### src/rtl/usb_tx_packetizer.sv
// Byte-level USB transmit packetizer: SYNC, PID, payload, CRC16 and EOP sequencing
// for DATA0/DATA1/ACK/NAK/STALL, with FWFT FIFO payload source and valid/ready output.
module usb_tx_packetizer #(
  parameter int unsigned MAX_PAYLOAD = 64,
  parameter int unsigned SIZE_W      = $clog2(MAX_PAYLOAD + 1),
  parameter logic [7:0]  SYNC_BYTE   = 8'h80
) (
  input  logic              clk,
  input  logic              rst,
  input  logic              tx_start,
  input  logic [2:0]        tx_type,
  input  logic [SIZE_W-1:0] tx_size,
  input  logic [7:0]        fifo_data,
  input  logic              fifo_empty,
  output logic              fifo_rd,
  output logic [7:0]        byte_out,
  output logic              byte_valid,
  input  logic              byte_ready,
  output logic              eop_req,
  input  logic              eop_done,
  output logic              tx_busy,
  output logic              tx_done,
  output logic              tx_error
);

  localparam logic [2:0] S_IDLE   = 3'd0;
  localparam logic [2:0] S_SYNC   = 3'd1;
  localparam logic [2:0] S_PID    = 3'd2;
  localparam logic [2:0] S_DATA   = 3'd3;
  localparam logic [2:0] S_CRC_LO = 3'd4;
  localparam logic [2:0] S_CRC_HI = 3'd5;
  localparam logic [2:0] S_EOP    = 3'd6;
  localparam logic [2:0] S_DONE   = 3'd7;

  localparam logic [15:0] CRC_INIT = 16'hFFFF;
  localparam logic [15:0] CRC_POLY = 16'hA001;

  // Reflected CRC16 update over one full byte in a single cycle.
  function automatic logic [15:0] crc16_byte(input logic [15:0] crc, input logic [7:0] data);
    logic [15:0] c;
    c = crc ^ {8'h00, data};
    for (int i = 0; i < 8; i++) begin
      c = c[0] ? ((c >> 1) ^ CRC_POLY) : (c >> 1);
    end
    return c;
  endfunction

  function automatic logic [7:0] pid_of(input logic [2:0] t);
    case (t)
      3'd0:    pid_of = 8'hC3;
      3'd1:    pid_of = 8'h4B;
      3'd2:    pid_of = 8'hD2;
      3'd3:    pid_of = 8'h5A;
      default: pid_of = 8'h1E;
    endcase
  endfunction

  logic [2:0]        state_q, state_d;
  logic [2:0]        type_q, type_d;
  logic [SIZE_W-1:0] cnt_q, cnt_d;
  logic [15:0]       crc_q, crc_d;
  logic [7:0]        byte_d;
  logic              valid_d;
  logic              error_d;
  logic              load;
  logic              accept;
  logic              is_data;
  logic              illegal;

  assign accept  = byte_valid & byte_ready;
  assign is_data = (type_q <= 3'd1);
  assign illegal = (tx_type > 3'd4) ||
                   ((tx_type <= 3'd1) && (tx_size > SIZE_W'(MAX_PAYLOAD)));

  // Next-state, next-output and FIFO pop decode.
  always_comb begin
    state_d = state_q;
    type_d  = type_q;
    cnt_d   = cnt_q;
    crc_d   = crc_q;
    byte_d  = byte_out;
    valid_d = byte_valid;
    error_d = 1'b0;
    fifo_rd = 1'b0;
    load    = 1'b0;

    case (state_q)
      S_IDLE: begin
        if (tx_start) begin
          if (illegal) begin
            error_d = 1'b1;
          end else begin
            type_d  = tx_type;
            cnt_d   = (tx_type <= 3'd1) ? tx_size : '0;
            crc_d   = CRC_INIT;
            byte_d  = SYNC_BYTE;
            valid_d = 1'b1;
            state_d = S_SYNC;
          end
        end
      end
      S_SYNC: begin
        if (accept) begin
          byte_d  = pid_of(type_q);
          state_d = S_PID;
        end
      end
      S_PID: begin
        if (accept) begin
          if (!is_data) begin
            valid_d = 1'b0;
            state_d = S_EOP;
          end else if (cnt_q == '0) begin
            byte_d  = ~crc_q[7:0];
            state_d = S_CRC_LO;
          end else begin
            load = 1'b1;
          end
        end
      end
      S_DATA: begin
        if (accept) begin
          if (cnt_q == '0) begin
            byte_d  = ~crc_q[7:0];
            state_d = S_CRC_LO;
          end else begin
            load = 1'b1;
          end
        end
      end
      S_CRC_LO: begin
        if (accept) begin
          byte_d  = ~crc_q[15:8];
          state_d = S_CRC_HI;
        end
      end
      S_CRC_HI: begin
        if (accept) begin
          valid_d = 1'b0;
          state_d = S_EOP;
        end
      end
      S_EOP: begin
        if (eop_done) state_d = S_DONE;
      end
      S_DONE: begin
        state_d = S_IDLE;
      end
      default: begin
        state_d = S_IDLE;
      end
    endcase

    // An empty FIFO at a payload load truncates the packet straight into EOP.
    if (load) begin
      if (!fifo_empty) begin
        fifo_rd = 1'b1;
        byte_d  = fifo_data;
        crc_d   = crc16_byte(crc_q, fifo_data);
        cnt_d   = cnt_q - SIZE_W'(1);
        state_d = S_DATA;
      end else begin
        error_d = 1'b1;
        valid_d = 1'b0;
        state_d = S_EOP;
      end
    end
  end

  always_ff @(posedge clk or posedge rst) begin
    if (rst) begin
      state_q    <= S_IDLE;
      type_q     <= 3'd0;
      cnt_q      <= '0;
      crc_q      <= CRC_INIT;
      byte_out   <= 8'h00;
      byte_valid <= 1'b0;
      eop_req    <= 1'b0;
      tx_busy    <= 1'b0;
      tx_done    <= 1'b0;
      tx_error   <= 1'b0;
    end else begin
      state_q    <= state_d;
      type_q     <= type_d;
      cnt_q      <= cnt_d;
      crc_q      <= crc_d;
      byte_out   <= byte_d;
      byte_valid <= valid_d;
      eop_req    <= (state_d == S_EOP);
      tx_busy    <= (state_d != S_IDLE);
      tx_done    <= (state_d == S_DONE);
      tx_error   <= error_d;
    end
  end

endmodule

### config.mk
export PLATFORM = sky130hd
export DESIGN_NAME = usb_tx_packetizer
export DESIGN_NICKNAME = d
export VERILOG_FILES = /design/src/rtl/usb_tx_packetizer.sv
export SDC_FILE = /design/constraint.sdc
export NUM_CORES = 1
export LEC_CHECK = 0
export CORE_UTILIZATION = 54
export CTS_BUF_LIST = sky130_fd_sc_hd__clkbuf_4
export CTS_CLUSTER_SIZE = 16
export DETAILED_ROUTE_END_ITERATION = 8
export GPL_TIMING_DRIVEN = 0
export MAX_ROUTING_LAYER = met4
export PLACE_DENSITY = 0.8
export SYNTH_ARGS = -nofsm -noshare
export SYNTH_HDL_FRONTEND = slang
export SYNTH_SLANG_ARGS = --single-unit
### constraint.sdc
create_clock -name clk -period 2.9 [get_ports clk]
set_input_delay 0.435 -clock clk [delete_from_list [all_inputs] [get_ports clk]]
set_output_delay 0.435 -clock clk [all_outputs]
set_load 0.05 [all_outputs]
==> results.json <==
{
  "slew_viol_final": 0,
  "critPathKind": "register to primary output",
  "path_delay_family": "buffers and inverters",
  "hold_buffers": 0,
  "syn_nets": 296,
  "synth_compound_area_share_pct": 24.22,
  "fin_skew_ns": 0.003619,
  "violations": "design-rule violations",
  "htreeDepth": 2,
  "reg2reg_depth": 7,
  "wl_met1_um": 2966,
  "total_power_mw": 3.546,
  "layout_common_cells": "nand2_1, clkdlybuf4s50_1, dfrtp_1",
  "placed_cell_area_um2": 2993,
  "required_ns": 2.47,
  "met2_length_um": 3218,
  "drtIter0Drc": 312,
  "die_w_um": 70.82,
  "insertion_delay_ns": 0.37,
  "layout.nets": 341,
  "area_growth_pct": 21.09,
  "start_util_pct": 57.55,
  "dieArea_um2": 5015,
  "clkSlewWorstSetupHoldPaths_ns": 0.13,
  "top_layer": "met4",
  "stdcell_count": 369,
  "endpoint_kind": "primary output",
  "cts_sinks": 42,
  "drc": 6,
  "place_inst": 360,
  "synth_fa_ha_area_share_pct": 0.4892,
  "p_leak_nw": 1.265,
  "cts_buffers": 5,
  "ys.flop_type": "dfrtp_1",
  "core_region_area_um2": 4444,
  "cp.depth": 8,
  "drt-total-wl_um": 6811,
  "post_synth_xor_area_fraction_pct": 9.442,
  "syn_avg_cell_area_um2": 9.437,
  "cts_tree": "built",
  "antenna_found_initial": 0,
  "place_hpwl_um": 4875,
  "n_antenna_cell": 0,
  "synth.distinct_cells": 69,
  "portBuffers": 37,
  "max_stage_delay_ns": 0.41,
  "rows": 24,
  "grt_pass1_wl_um": 11400,
  "postSynthCellCount": 271,
  "fp.dieH_um": 70.82,
  "peakVddDrop_uv": 588.5,
  "drtAntennaViolNets": 0,
  "crit_arrival_ns": 2.34,
  "synth_warnings": 0,
  "clock_path_buffers": 2,
  "setup_viol": 0,
  "grt_usage_pct": 30.58,
  "fmax_mhz": 360.5,
  "synth_edf_count": 0,
  "met3_length_um": 483,
  "grt_max_degree": 43,
  "start_kind": "register",
  "cp_max_fo": 19,
  "fillers": 374,
  "post_drt_via_cell_ratio": 6.474,
  "postSynth.asyncResetShare_pct": 100.0,
  "ys_seq_elements": 42,
  "ioPinCount": 38,
  "multi_input_area_um2": 1383,
  "dr_total_vias": 2389,
  "syn_area_um2": 2557,
  "design_area_um2": 3097,
  "first_pass_iters": 8,
  "path_cells": "inv_1 -> ha_1 -> nor3b_2 -> a211oi_2 -> nand2_2 -> inv_4 -> buf_6 -> buf_4",
  "regArea_um2": 1071,
  "period_needed_ns": 2.774,
  "gp_congestion": 0.9504,
  "overflow": 0,
  "yosys.area_share.simple_pct": 17.51,
  "post_drt_wl_per_cell_um": 18.46,
  "grt_pass1_vias": 2318,
  "drive_above_1_share_pct": 17.35,
  "hold-path-cell-count": 2,
  "synth_top_family_by_area": "compound AO/OA/AOI/OAI gates",
  "finalHoldViolCount": 0,
  "worst_slew_pin_slew_ns": 0.8595,
  "powerDensity_nw_per_um2": 1145,
  "relSlewSlack_pct": 42.62,
  "yosysSeqAreaShare_pct": 41.88,
  "maxCapViolCount": 0,
  "post-route-util_pct": 69.68,
  "setup_tns_ns": 0,
  "path_buf_inv": 4,
  "synthMuxAreaShare_pct": 2.104,
  "crit_path_top_delay_cell": "dfrtp_1",
  "hold_class": "register to register",
  "status": "finished, violations left",
  "period_share_pct": 95.66,
  "clockRootBuffer": "clkbuf_4"
}
area by class of cell:
type	instances	share of cell area [%]
well taps	52	2.101
clock inverters	3	1.455
inverters	8	1.051
clock buffers	5	1.212
plain buffers	15	2.586
repair buffers	39	12.36
flip-flops and latches	42	34.59
multi-input cells	205	44.65
stage by stage:
step / hold WS (ns) / setup WS (ns)
after CTS: 0.4748 / 0.02660
after global routing: 0.4934 / -0.02121
final: 0.4842 / 0.1258
after floorplan: 0.4404 / 0.3856
after global placement: 0.4549 / -1.088
after detailed placement: 0.4562 / -1.096
registers in the layout, indices dropped and copies added, names as in the netlist, 3 cells and up:
signal    cells
byte_out      8
cnt_q         7
crc_q        16
state_q       3
type_q        3
layer usage:
layer,vias to the layer above,global-route usage [%]
li1,1084,-
met3,12,6.125
met1,1170,40.22
met5,-,-
met4,0,12.22
met2,123,46.69
cells in the mapped netlist, types with 2 or more instances:
library cell	instances	area, um2
a21oi_1	13	65.06
a221o_1	4	40.04
a22o_1	2	17.52
a31oi_1	2	12.51
a32oi_1	5	43.79
a41oi_1	2	17.52
and3_1	4	25.02
buf_2	5	25.02
buf_4	2	15.01
clkbuf_1	7	26.28
dfrtp_1	26	650.6
dfstp_2	16	420.4
inv_1	7	26.28
mux2_2	3	33.78
mux2i_1	2	20.02
nand2_1	37	138.9
nand2b_1	2	12.51
nand3_1	5	25.02
nor2_1	18	67.56
nor3_1	10	50.05
o21a_1	3	22.52
o21ai_0	23	115.1
o21ai_1	3	15.01
o22a_1	2	17.52
o22ai_1	4	25.02
o31ai_1	3	22.52
or3_1	3	18.77
or4_1	2	15.01
xnor2_1	9	78.83
xnor3_1	2	45.04
xor2_1	7	61.31
logic make-up (layout without fill, tap and decap cells):
group,count (synthesis),in the layout
buffers and inverters,24,70
xor gates and xnor gates,21,21
AOI/OAI and AO/OA,85,85
and+or+nand+nor,93,93
DFF,42,42
adders and majority gates,1,1
muxes,5,5
power by group:
group	internal [mW]	switching, mW
clock network	0.181	0.206
logic	0.908	1.11
registers	0.907	0.236
total	2.00	1.55
worst min-delay path, stage by stage, from the launching register on:
cell and delay, ns:
dfstp_2 0.41, nand2_1 0.05, nand2_1 0.04
worst paths after layout:
kind                       startpoint          end  slack [ns]
max in group asynchronous         rst     cnt_q[1]        1.82
min in group asynchronous         rst     cnt_q[2]        0.55
max                          cnt_q[1]      fifo_rd        0.13
min                          crc_q[9]     crc_q[1]        0.48
max reg2reg                  cnt_q[0]  byte_out[6]        0.42
min reg2reg                  crc_q[9]     crc_q[1]        0.48
timing repair:
action | 4_1_cts | 5_1_grt
setup buffers | 1 | 1
pin swaps | 1 | 1
resized for setup | 8 | 2
endpoints found under the setup margin | 1 | 1
cloned | 0 | 0
Power figures use the tool's default switching activity.
